## src/rtl/rf_pkg.sv

```systemverilog
// Shared constants and types for the integer register file.
package rf_pkg;

  // Default geometry of the integer register file.
  localparam int XLEN_DEFAULT     = 32;
  localparam int NUM_REGS_DEFAULT = 32;
  localparam int AW_DEFAULT       = $clog2(NUM_REGS_DEFAULT);

  // Register index at the default geometry.
  typedef logic [AW_DEFAULT-1:0] rf_addr_t;

  // Hardwired-zero register index.
  localparam rf_addr_t REG_ZERO = rf_addr_t'(0);

endpackage : rf_pkg

```

## src/rtl/rf_scoreboard.sv

```systemverilog
// Scoreboard for the register file: one busy bit per register, the
// reservation acceptance decision and a running count of reserved registers.
module rf_scoreboard
  import rf_pkg::*;
#(
  parameter int NUM_REGS = NUM_REGS_DEFAULT,
  parameter int AW       = $clog2(NUM_REGS)
) (
  input  logic                clk,
  input  logic                reset_n,
  input  logic                release_enable,
  input  logic [AW-1:0]       release_reg,
  input  logic                reserve_enable,
  input  logic [AW-1:0]       reserve_reg,
  output logic [NUM_REGS-1:0] busy,
  output logic                reserve_ok,
  output logic [AW:0]         busy_count
);

  localparam logic [AW-1:0] ZERO_ADDR = {AW{1'b0}};
  localparam logic [AW:0]   COUNT_MAX = (AW+1)'(NUM_REGS - 1);

  logic [NUM_REGS-1:0] busy_r;
  logic [AW:0]         count_r;
  logic                release_valid_s;
  logic                releasing_s;
  logic                release_busy_s;
  logic                reserve_ok_s;

  // Decide release/reserve effects for this cycle; a release to the same
  // register lets a new producer take it over without a stall.
  always_comb begin
    release_valid_s = release_enable && (release_reg != ZERO_ADDR);
    releasing_s     = release_valid_s && (release_reg == reserve_reg);
    release_busy_s  = release_valid_s && busy_r[release_reg];
    reserve_ok_s    = 1'b0;
    if (reserve_enable && (reserve_reg != ZERO_ADDR)) begin
      reserve_ok_s = !busy_r[reserve_reg] || releasing_s;
    end else begin
      reserve_ok_s = 1'b0;
    end
  end

  // Busy bits: release clears, accepted reservation sets (set wins on a tie).
  always_ff @(posedge clk or negedge reset_n) begin
    if (!reset_n) begin
      busy_r <= {NUM_REGS{1'b0}};
    end else begin
      if (release_valid_s) begin
        busy_r[release_reg] <= 1'b0;
      end
      if (reserve_ok_s) begin
        busy_r[reserve_reg] <= 1'b1;
      end
    end
  end

  // Reserved-register counter; a release of a non-busy register is a no-op.
  always_ff @(posedge clk or negedge reset_n) begin
    if (!reset_n) begin
      count_r <= {(AW+1){1'b0}};
    end else begin
      case ({reserve_ok_s, release_busy_s})
        2'b10: begin
          if (count_r < COUNT_MAX) begin
            count_r <= count_r + {{AW{1'b0}}, 1'b1};
          end else begin
            count_r <= count_r;
          end
        end
        2'b01: begin
          if (count_r != {(AW+1){1'b0}}) begin
            count_r <= count_r - {{AW{1'b0}}, 1'b1};
          end else begin
            count_r <= count_r;
          end
        end
        default: count_r <= count_r;
      endcase
    end
  end

  assign busy       = busy_r;
  assign reserve_ok = reserve_ok_s;
  assign busy_count = count_r;

endmodule : rf_scoreboard

```

## src/rtl/register_file_sb.sv

```systemverilog
// Integer register file with scoreboard and optional write-to-read bypass.
// Register 0 reads as zero and is never written or reserved.
module register_file_sb
  import rf_pkg::*;
#(
  parameter int XLEN     = XLEN_DEFAULT,
  parameter int NUM_REGS = NUM_REGS_DEFAULT,
  parameter int NUM_READ = 2,
  parameter int BYPASS   = 1,
  localparam int AW      = $clog2(NUM_REGS)
) (
  input  logic                     clk,
  input  logic                     reset_n,
  input  logic [NUM_READ*AW-1:0]   read_reg,
  output logic [NUM_READ*XLEN-1:0] read_data,
  output logic [NUM_READ-1:0]      read_ready,
  input  logic                     write_enable,
  input  logic [AW-1:0]            write_reg,
  input  logic [XLEN-1:0]          write_data,
  input  logic                     reserve_enable,
  input  logic [AW-1:0]            reserve_reg,
  output logic                     reserve_ok,
  output logic [AW:0]              busy_count
);

  localparam logic [AW-1:0] ZERO_ADDR = {AW{1'b0}};
  localparam logic          BYPASS_ON = (BYPASS != 0);

  logic [XLEN-1:0]     regs_r [NUM_REGS];
  logic [NUM_REGS-1:0] busy_s;

  // Register storage; writes to register 0 are dropped.
  always_ff @(posedge clk or negedge reset_n) begin
    if (!reset_n) begin
      for (int i = 0; i < NUM_REGS; i++) begin
        regs_r[i] <= {XLEN{1'b0}};
      end
    end else begin
      if (write_enable && (write_reg != ZERO_ADDR)) begin
        regs_r[write_reg] <= write_data;
      end
    end
  end

  rf_scoreboard #(
    .NUM_REGS (NUM_REGS),
    .AW       (AW)
  ) u_scoreboard (
    .clk            (clk),
    .reset_n        (reset_n),
    .release_enable (write_enable),
    .release_reg    (write_reg),
    .reserve_enable (reserve_enable),
    .reserve_reg    (reserve_reg),
    .busy           (busy_s),
    .reserve_ok     (reserve_ok),
    .busy_count     (busy_count)
  );

  for (genvar gi = 0; gi < NUM_READ; gi++) begin : g_read
    logic [AW-1:0]   addr_s;
    logic [XLEN-1:0] data_s;
    logic            ready_s;

    assign addr_s = read_reg[gi*AW +: AW];

    // Read mux: zero register, then same-cycle forward, then stored value.
    always_comb begin
      data_s  = {XLEN{1'b0}};
      ready_s = 1'b1;
      if (addr_s == ZERO_ADDR) begin
        data_s  = {XLEN{1'b0}};
        ready_s = 1'b1;
      end else if (BYPASS_ON && write_enable && (write_reg == addr_s)) begin
        data_s  = write_data;
        ready_s = 1'b1;
      end else begin
        data_s  = regs_r[addr_s];
        ready_s = !busy_s[addr_s];
      end
    end

    assign read_data[gi*XLEN +: XLEN] = data_s;
    assign read_ready[gi]             = ready_s;
  end

endmodule : register_file_sb
```

## config.mk

```make
export PLATFORM = sky130hd
export DESIGN_NAME = register_file_sb
export DESIGN_NICKNAME = d
export VERILOG_FILES = /design/src/rtl/rf_pkg.sv /design/src/rtl/rf_scoreboard.sv /design/src/rtl/register_file_sb.sv
export SDC_FILE = /design/constraint.sdc
export NUM_CORES = 2
export LEC_CHECK = 0
export ABC_AREA = 0
export BUFFER_PORTS_ARGS = -buffer_cell sky130_fd_sc_hd__clkbuf_2
export CAP_MARGIN = 30
export CORE_UTILIZATION = 40
export CTS_BUF_LIST = sky130_fd_sc_hd__clkbuf_2
export CTS_CLUSTER_DIAMETER = 80
export DETAILED_ROUTE_END_ITERATION = 10
export PLACE_DENSITY = 0.62
export SLEW_MARGIN = 20
export SYNTH_ARGS = -nofsm -noshare
export SYNTH_HDL_FRONTEND = slang
export SYNTH_HIERARCHICAL = 1
export SYNTH_SLANG_ARGS = --single-unit
```

## constraint.sdc

```tcl
create_clock -name clk -period 5.8 [get_ports clk]
set_input_delay 0.58 -clock clk [delete_from_list [all_inputs] [get_ports clk]]
set_output_delay 0.58 -clock clk [all_outputs]
set_load 0.05 [all_outputs]
```

==> flow_summary.yaml <==
grt:
  grt_pass1_vias: 40996
  grt_pass1_wl_mm: 289
  grt_usage_pct: 27.1
  grt_max_degree: 165
  overflow: 0
  antenna_found_initial: 11
clocking:
  cts_buffer_depth: 4
  clk_pin_slew_worst_paths_ps: 80
  cts_setup_buffers: 0
  cts_resized: 0
  cts_root_buf: "clkbuf_2"
  clock_sinks: 1062
  htreeDepth: 5
  clk_latency_ps: 1670
  cts_buffers: 303
  cts_tree: "built"
worst_hold_path:
  worstHoldStart: "reserve_reg[4]"
  worstHoldPathType: "in -> reg"
  min_path_cells: 4
  hold_end: "u_scoreboard/busy[14]$_DFF_PN0_"
yosys:
  synthCells: 3993
  synth-edff-count: 0
  ys_seq_area_share_pct: 46.0
  synth_ff_type: "dfrtp_1"
  synth_cell_type_count: 67
  avgSynthCellArea_um2: 14.5
  syn_nets: 4054
  syn_area_um2: 57700
  synthArstFlopShare_pct: 100
  synth_seq_cells: 1062
  yosysWarnings: 6
timing:
  tightest_slew_ps: 1230
  max_freq_mhz: 201
  whs_ps: 212
  fin_crit_ps: 4970
  fin_skew_ps: 65.4
  finalSetupViolCount: 0
  maxSlewHeadroom_pct: 18.3
  fin_crit_sh_pct: 85.7
  rsz0062_at_grt: "false"
  hold_viol: 0
  maxSlewViolCount: 0
  setup_tns_ps: 0
  setup_slack_ps: 832
layout:
  layout.nets: 4234
  fin_area_um2: 63600
  layout-drive-gt1-share_pct: 51.0
  layout.area.seq_um2: 26600
  fill_cells: 13139
  area_delta_synth_final_pct: 10.2
  multi_input_area_um2: 29100
  final_util_pct: 44.4
  fin_cells: 6272
critical_path:
  path_class: "in -> out"
  ff2ff_setup_slack_ps: 2040
  r2r_end: "u_scoreboard/busy_count[5]$_DFFE_PN0P_"
  critPathMaxFanout: 30
  startpoint_type: "primary input"
  cp_data_arrival_time_ps: 4390
  cp-end-kind: "primary output"
  r2r-start: "u_scoreboard/busy[0]$_DFF_PN0_"
  cp.required_ps: 5220
  rr_worst_depth: 15
die:
  start_util_pct: 40.3
  die_w_um: 382
  core_um2: 143000
  rows: 139
  pin_count: 129
  die_h_um: 382
  dieArea_um2: 146000
placed_design:
  gp_congestion: 0.858
  dpl.cell_count: 5689
  portBuffers: 128
  dp_slack_ps: 1480
  hpwl_mm: 116
  place_area_um2: 60200
drt:
  drcViolationCount: 0
  routed_wl_mm: 197
  antenna_left: 0
  firstDrtPassIters: 5
  drt_iter0_markers: 4107
  routedWlPerCell_um: 31.4
  detail_route.vias_per_cell: 6.36
  vias: 39878
power:
  peakVddDrop_uv: 302
  power.density_nw_per_um2: 320
  leakage_nw: 28.0
  p_total_mw: 20.3
outcome:
  status: "finished clean"
run:
  cap_viol_max_count: 0
[what timing repair did]
item                                    4_1_cts  5_1_grt
hold endpoints to repair                   2091        0
hold buffers                                 79        0
endpoints found under the setup margin        0        0
[cell type report]
cell class / count / area share (%)
multi-input cells: 2465 / 45.8
flip-flops and latches: 1062 / 41.8
repair buffers: 332 / 4.69
well taps: 1903 / 3.75
clock buffers: 449 / 3.53
clock inverters: 42 / 0.295
inverters: 9 / 0.0531
diodes: 10 / 0.0394
[layer usage]
metal,vias to the layer above,track usage (%),share of wire [%]
li1,16042,-,-
met1,21301,37.5,42
met2,2084,41.2,46
met3,447,6.44,8.3
met4,4,10.2,3.8
met5,-,0,0.014
[sequential cells by signal, summed over array words and instances, names as in the netlist]
name and count:
regs_r 1024, u_scoreboard/busy 32, u_scoreboard/busy_count 6
[worst max-delay path by stage]
stage	to	startpoint
final	read_data[18]	write_reg[1]
after global routing	read_data[18]	write_reg[1]
after CTS	read_data[18]	write_reg[1]
after detailed placement	read_data[18]	write_reg[1]
after global placement	read_data[18]	write_reg[1]
after floorplan	read_data[40]	read_reg[6]
[synthesized netlist by cell type (6+ instances only)]
cell type / instances / share of area (%)
dfrtp_1: 1062 / 46
mux2_2: 1001 / 20
mux4_2: 448 / 17
mux2i_1: 254 / 4.4
clkbuf_1: 235 / 1.5
buf_2: 110 / 0.95
o22ai_1: 95 / 1.0
nand2_1: 89 / 0.58
o21ai_0: 83 / 0.72
a22oi_1: 62 / 0.81
a21oi_1: 61 / 0.53
buf_1: 55 / 0.36
o221ai_1: 37 / 0.56
a211oi_1: 34 / 0.44
a32o_1: 32 / 0.56
nor2_1: 31 / 0.20
buf_4: 29 / 0.38
nand3_1: 24 / 0.21
o21ai_1: 20 / 0.17
buf_6: 18 / 0.35
o31ai_1: 18 / 0.23
or4_1: 14 / 0.18
xnor2_1: 10 / 0.15
a221oi_1: 9 / 0.14
nand3b_1: 9 / 0.12
nor3_1: 9 / 0.078
o211ai_1: 9 / 0.12
o221a_1: 9 / 0.18
xor2_1: 9 / 0.14
inv_1: 8 / 0.052
nor2b_1: 7 / 0.076
nor3b_1: 7 / 0.091
o41ai_1: 7 / 0.11
a221oi_2: 6 / 0.16
and3_1: 6 / 0.065
buf_8: 6 / 0.16
nand4_1: 6 / 0.065
or3b_2: 6 / 0.091
[cells in the final DEF, fill, tap and decap left out, types with 6 or more instances in the layout]
cell type | synthesis | routed
dfrtp_1 | 1062 | 1062
mux2_2 | 1001 | 1001
clkbuf_2 | 0 | 563
mux4_2 | 448 | 448
mux2i_1 | 254 | 254
o22ai_1 | 95 | 95
buf_4 | 29 | 94
o21ai_0 | 83 | 83
dlygate4sd3_1 | 0 | 78
nand2_1 | 89 | 74
a22oi_1 | 62 | 62
a21oi_1 | 61 | 61
o221ai_1 | 37 | 37
a211oi_1 | 34 | 34
clkinv_1 | 1 | 34
a32o_1 | 32 | 32
buf_12 | 4 | 29
nand3_1 | 24 | 23
o21ai_1 | 20 | 20
nor2_4 | 0 | 18
o31ai_1 | 18 | 18
or4_1 | 14 | 14
nor2_1 | 31 | 12
nand2_4 | 0 | 11
diode_2 | 0 | 10
xnor2_1 | 10 | 10
xor2_1 | 9 | 9
nor3_1 | 9 | 9
nand3b_1 | 9 | 9
o221a_1 | 9 | 9
a221oi_1 | 9 | 9
o211ai_1 | 9 | 9
buf_16 | 0 | 9
inv_1 | 8 | 8
o41ai_1 | 7 | 7
nand4_1 | 6 | 6
a221oi_2 | 6 | 6
and3_1 | 6 | 6
nor3b_1 | 7 | 6
[cells by family after synthesis]
family                     synth area share, %
muxes                                     41.5
DFF                                       46.0
AOI/OAI and AO/OA                         6.06
buffers and inverters                     3.92
and+or+nand+nor                           2.11
xor gates and xnor gates                 0.288
adders and majority gates                0.121
[report_power, final]
part | switching [mW] | leakage, nW | internal (mW)
Combinational | 2.36 | 12.4 | 2.73
Sequential | 1.11 | 13.6 | 8.82
Clock | 3.26 | 1.96 | 2.06
[critical path, cell delays in order]
cell	delay [ps]
dlygate4sd3_1	540
clkbuf_2	630
xnor2_1	190
nand4_1	110
nor3_1	500
nor2b_4	620
buf_16	250
buf_4	270
a32o_1	330
clkbuf_2	340
Power figures use the tool's default switching activity.
